**src/rtl/ft_byte_bridge.sv**
```systemverilog
// ft_byte_bridge: byte-stream adapter between the FT FIFO bridge word interface and byte-oriented user logic.
// Revision 1.0
`default_nettype none

module ft_byte_bridge #(
  parameter int          BUS_WIDTH     = 16,
  parameter logic [15:0] FLUSH_TIMEOUT = 16'd256
) (
  input  logic                   clk,
  input  logic                   rst,
  input  logic [BUS_WIDTH-1:0]   ft_dout,
  input  logic [BUS_WIDTH/8-1:0] ft_dout_be,
  input  logic                   ft_dout_empty,
  output logic                   ft_dout_get,
  output logic [BUS_WIDTH-1:0]   ft_din,
  output logic [BUS_WIDTH/8-1:0] ft_din_be,
  output logic                   ft_din_valid,
  input  logic                   ft_din_full,
  output logic [7:0]             rx_data,
  output logic                   rx_valid,
  input  logic                   rx_ready,
  input  logic [7:0]             tx_data,
  input  logic                   tx_valid,
  output logic                   tx_ready,
  input  logic                   tx_flush
);

  localparam int            NB     = BUS_WIDTH / 8;
  localparam int            CW     = $clog2(NB + 1);
  localparam logic [CW-1:0] C_FULL = CW'(NB);
  localparam logic [CW-1:0] C_LAST = CW'(NB - 1);

  // RX path state
  logic [BUS_WIDTH-1:0] rx_word_q, rx_word_d;
  logic [NB-1:0]        rx_mask_q, rx_mask_d;
  logic [NB-1:0]        rx_low, rx_rest;
  logic                 rx_fire, rx_load;

  // TX path state
  logic [BUS_WIDTH-1:0] tx_acc_q, tx_acc_d, tx_acc_next;
  logic [CW-1:0]        tx_cnt_q, tx_cnt_d, tx_cnt_acc;
  logic [BUS_WIDTH-1:0] tx_out_q, tx_out_d;
  logic [NB-1:0]        tx_be_q, tx_be_d, tx_part_be;
  logic                 tx_pend_q, tx_pend_d;
  logic                 tx_flush_q, tx_flush_d;
  logic [15:0]          tx_idle_q, tx_idle_d;
  logic                 tx_free, tx_accept, tx_timeout, tx_full_move, tx_flush_move;

  always_comb begin
    rx_data = 8'd0;
    for (int i = NB - 1; i >= 0; i--) begin
      if (rx_mask_q[i]) rx_data = rx_word_q[8*i +: 8];
    end
    rx_low   = rx_mask_q & (~rx_mask_q + 1'b1);
    rx_valid = (|rx_mask_q) && !rst;
    rx_fire  = rx_valid && rx_ready;
    rx_rest  = rx_fire ? (rx_mask_q & ~rx_low) : rx_mask_q;
    // Refill as soon as nothing is left after this cycle, so bytes stream without a bubble.
    rx_load     = (rx_rest == '0) && !ft_dout_empty && !rst;
    ft_dout_get = rx_load;
    rx_mask_d   = rx_load ? ft_dout_be : rx_rest;
    rx_word_d   = rx_load ? ft_dout : rx_word_q;
  end

  always_comb begin
    ft_din_valid = tx_pend_q && !ft_din_full && !rst;
    tx_free      = !tx_pend_q || ft_din_valid;
    tx_ready     = rst || (tx_cnt_q < C_LAST) || tx_free;
    tx_accept    = tx_valid && tx_ready;

    tx_acc_next = tx_acc_q;
    for (int i = 0; i < NB; i++) begin
      if (tx_accept && (tx_cnt_q == CW'(i))) tx_acc_next[8*i +: 8] = tx_data;
    end
    tx_cnt_acc = tx_cnt_q + CW'(tx_accept);

    tx_part_be = '0;
    for (int i = 0; i < NB; i++) begin
      tx_part_be[i] = (CW'(i) < tx_cnt_acc);
    end

    tx_idle_d = tx_idle_q;
    if (tx_accept || (tx_cnt_q == '0)) begin
      tx_idle_d = 16'd0;
    end else if (tx_idle_q != FLUSH_TIMEOUT) begin
      tx_idle_d = tx_idle_q + 16'd1;
    end
    tx_timeout = (FLUSH_TIMEOUT != 16'd0) && (tx_idle_d == FLUSH_TIMEOUT);

    // A flush request only sticks when there is at least one byte to send.
    tx_flush_d    = (tx_flush_q || tx_flush || tx_timeout) && (tx_cnt_acc != '0);
    tx_full_move  = (tx_cnt_acc == C_FULL);
    tx_flush_move = tx_flush_q && tx_free && (tx_cnt_acc != '0);

    tx_acc_d  = tx_acc_next;
    tx_cnt_d  = tx_cnt_acc;
    tx_out_d  = tx_out_q;
    tx_be_d   = tx_be_q;
    tx_pend_d = tx_pend_q && !ft_din_valid;
    if (tx_full_move || tx_flush_move) begin
      tx_out_d   = tx_acc_next;
      tx_be_d    = tx_part_be;
      tx_pend_d  = 1'b1;
      tx_acc_d   = '0;
      tx_cnt_d   = '0;
      tx_flush_d = 1'b0;
      tx_idle_d  = 16'd0;
    end

    ft_din    = tx_out_q;
    ft_din_be = tx_be_q;
  end

  always_ff @(posedge clk) begin
    if (rst) begin
      rx_word_q  <= '0;
      rx_mask_q  <= '0;
      tx_acc_q   <= '0;
      tx_cnt_q   <= '0;
      tx_out_q   <= '0;
      tx_be_q    <= '0;
      tx_pend_q  <= 1'b0;
      tx_flush_q <= 1'b0;
      tx_idle_q  <= 16'd0;
    end else begin
      rx_word_q  <= rx_word_d;
      rx_mask_q  <= rx_mask_d;
      tx_acc_q   <= tx_acc_d;
      tx_cnt_q   <= tx_cnt_d;
      tx_out_q   <= tx_out_d;
      tx_be_q    <= tx_be_d;
      tx_pend_q  <= tx_pend_d;
      tx_flush_q <= tx_flush_d;
      tx_idle_q  <= tx_idle_d;
    end
  end

endmodule

`default_nettype wire

```
**config.mk**
```make
export PLATFORM = sky130hd
export DESIGN_NAME = ft_byte_bridge
export DESIGN_NICKNAME = d
export VERILOG_FILES = /design/src/rtl/ft_byte_bridge.sv
export SDC_FILE = /design/constraint.sdc
export NUM_CORES = 1
export LEC_CHECK = 0
export CORE_MARGIN = 2
export CORE_UTILIZATION = 50
export CTS_BUF_LIST = sky130_fd_sc_hd__clkbuf_16
export CTS_CLUSTER_SIZE = 10
export DETAILED_ROUTE_END_ITERATION = 7
export GPL_ROUTABILITY_DRIVEN = 0
export GPL_TIMING_DRIVEN = 0
export PLACE_DENSITY = 0.78
export SLEW_MARGIN = 20
export SYNTH_ARGS = -nofsm -noshare
export SYNTH_HDL_FRONTEND = slang
export SYNTH_SLANG_ARGS = --single-unit
```
**constraint.sdc**
```tcl
create_clock -name clk -period 3.23 [get_ports clk]
set_input_delay 0.4845 -clock clk [delete_from_list [all_inputs] [get_ports clk]]
set_output_delay 0.4845 -clock clk [all_outputs]
set_load 0.01 [all_outputs]
```
==> results by group <==
Clocking
  – H-tree levels: 3
  – Clk root buf: clkbuf_16
  – CTS sink cnt: 72
  – Hold Buf Count CTS: 0
  – Clock-pin slew on the worst setup and hold paths: 0.05 ns
  – CTS tree: done
  – Worst-Skew Late Latency: 0.33 ns
  – CTS Buffer Depth: 2
  – Number of CTS-inserted buffers: 9

Yosys
  – Seq/Total Area, Yosys: 46.06%
  – Cell Area, Synth: 0.003129 mm2
  – Post-synth top area cell: dfxtp_1
  – Synth area leaders: dfxtp_1 46%, nand2_1 7.0%, nor2_1 6.7%
  – Yosys reg bits: 72
  – Cells after Synth: 366
  – Mean Syn Cell Area: 8.550 um2
  – Top_reg_cell synth: dfxtp_1
  – Share of flip-flops with an asynchronous set or reset: 0%
  – Yosys top cell area share: 46.06%
  – Mapped Nets: 402
  – Yosys warns: 0
  – Post-synth cell types: 45
  – EDFF count, synth: 0

Die
  – Die Y: 83.11 um
  – Horiz. Die Dim: 83.11 um
  – I/O pin count: 63
  – Core box area: 0.005991 mm2
  – Starting Density: 52.23%
  – Std-Cell Rows: 28
  – Die area: 0.006907 mm2

Layout
  – Most common cell after layout, fill and taps aside: dfxtp_1
  – Diode count: 0
  – Finished Layout Cells: 518
  – Final core utilization: 69.24%
  – Layout Nets: 474
  – Fin area: 0.004148 mm2
  – Most frequent cells in the layout: 72 x dfxtp_1, 61 x clkdlybuf4s50_1, 58 x nand2_1, 56 x nor2_1, 22 x a21oi_1
  – Layout area overhead: 32.55%
  – Share of cells above drive strength 1: 8.352%

Timing
  – Worst-margin pin slew: 0.5358 ns
  – RSZ-0062 raised after global routing: no
  – Worst hold slack: 0.4551 ns
  – Minimum clock period: 3.058 ns
  – Fmax: 327.1 MHz
  – Sum Neg Setup Slack: 0 ns
  – Tcrit/Tclk final: 94.66%
  – Rel. slew slack: 64.28%
  – Hold Vio Cnt, Final: 0
  – Final setup fails: 0
  – Worst Setup Slack, final: 0.1725 ns
  – Setup Skew: 0.004146 ns
  – Slew Limit Fails: 0

GRT
  – Vias in the first global route: 2766
  – Gr ovfl total: 0
  – Initial antenna violation count: 0
  – Largest net degree at the start of global routing: 13
  – Global Route Usage Sum: 22.09%
  – First-pass GRT wire length: 12500 um

Setup path
  – Crit path required time: 3.49 ns
  – WS Path Type: in -> reg
  – CP max stage delay: 0.52 ns
  – Worst path cell trace: clkdlybuf4s50_1, nand2_1, or3_1, and2_4, ha_1, a21bo_1, o21a_1, buf_6, or2_1, buf_6, nand2b_4, buf_6, nor2_1
  – Critical path fanouts, max: 10
  – Critical Path Start Type: input port
  – Most frequent cell on the critical path: buf_6
  – WP data arrival: 3.32 ns
  – CP max stage cell: clkdlybuf4s50_1
  – CP Capture Type: register

Place
  – Placed insts: 502
  – Place WS: -0.1125 ns
  – Port-buffer cells: 61
  – Area post-placement: 0.003834 mm2
  – Final HPWL DP: 5166 um

Pwr
  – Logic pwr share: 17.4%
  – PwrDens: 593.4 mW/mm2
  – P_leak: 1.542 nW
  – Sw Share: 25.05%
  – Clk pwr share: 42.0%
  – Total Power: 2.461 mW
  – Reg power frac: 40.6%
  – P_int: 1.845 mW
  – P_sw: 616.6 uW
  – Peak supply drop: 0.4797 mV

Drt
  – Vias per Instance: 5.305
  – Routed vias: 2748
  – Final wirelength: 7333 um
  – TritonRoute pass-1 iters: 5
  – WL per Instance: 14.16 um
  – DRT iter0 DRCs: 135
  – Detail Route Antenna Nets: 0
  – DR DRC count: 0

Run status
  – Status: completed

Run
  – Max-Cap Viols: 0

Min path
  – Min-Delay Path Class: reg -> reg
[final timing paths]
check	startpoint	cells past startpoint	end	slack, ns
setup / recovery	ft_din_full	13	tx_idle_q[13]$_SDFF_PP0_	0.17
hold / removal	rx_word_q[15]$_SDFFE_PP0P_	2	rx_word_q[15]$_SDFFE_PP0P_	0.46
setup reg to reg	tx_cnt_q[0]$_SDFF_PP0_	12	tx_idle_q[13]$_SDFF_PP0_	0.49
hold reg to reg	rx_word_q[15]$_SDFFE_PP0P_	2	rx_word_q[15]$_SDFFE_PP0P_	0.46
[final cells by class]
cell class | count | area (um2)
Clock inverter | 7 | 87.58
Fill cell | 473 | 1843
Tap cell | 75 | 93.84
Buffer | 25 | 138.9
Sequential cell | 72 | 1441
Inverter | 8 | 30.03
Multi-Input combinational cell | 261 | 1520
Clock buffer | 9 | 225.2
Timing Repair Buffer | 61 | 610.6
[synth_stat cells, types with 2 or more instances]
master     n
clkbuf_1  12
nor4b_1    2
nand3_1    7
inv_1      7
nor2_2     2
nand2_1   58
nor2_1    56
nand2b_1   3
nor4_2     2
ha_1       3
a211oi_1  17
clkbuf_2   2
nand4_1    4
o31ai_1    3
o21ai_0   11
and2_1     2
xnor2_1   12
nand3b_1   2
nor3b_1    3
a21oi_1   22
buf_2      6
buf_6      4
nor4_1     2
dfxtp_1   72
or3_1      3
xor2_1     5
a21boi_0   2
and3_1     2
nor3_1     6
mux2i_1   18
o21a_1     2
[critical path, delay by kind of cell]
family | cells | cell delay, ns
simple gates | 6 | 1.18
compound gates | 2 | 0.36
buf+inv | 4 | 0.97
fa+ha+maj | 1 | 0.32
[state kept, by name, indices dropped and copies added (netlist names)]
signal and cells:
tx_cnt_q 2, ft_din 16, tx_flush_q 1, tx_acc_q 16, rx_mask_q 2, tx_idle_q 16, tx_pend_q 1, rx_word_q 16
ft_din_be 2
[power by group through the flow]
stage,Sequential [mW],Combinational [mW],Clock (mW)
6_report,1.00,0.429,1.03
5_1_grt,1.01,0.468,1.08
4_1_cts,1.00,0.431,1.05
3_5_place_dp,1.02,0.424,0
3_3_place_gp,1.02,0.416,0
2_1_floorplan,1.03,0.214,0
[what timing repair did]
action / CTS / global route
setup endpoints to repair: 0 / 10
gates resized for setup: 0 / 2
setup buffers: 0 / 0
[layer usage]
layer | share of wire (%) | wire, um | track usage, %
met1 | 45 | 3279 | 26.29
met2 | 49 | 3566 | 37.54
met3 | 4.8 | 354 | 6.759
met4 | 1.8 | 131 | 8.048
met5 | 0 | 0 | 0
[kinds of logic (layout without fill, tap and decap cells)]
family	after synthesis	count (layout)	synth area share [%]
and+or+nand+nor	160	160	24.23
DFF	72	72	46.06
AOI/OAI and AO/OA	62	62	12.27
buffers and inverters	33	110	5.358
muxes	19	19	6.117
xor gates and xnor gates	17	17	4.758
adders and majority gates	3	3	1.200
(Power assumes the default switching activity.)
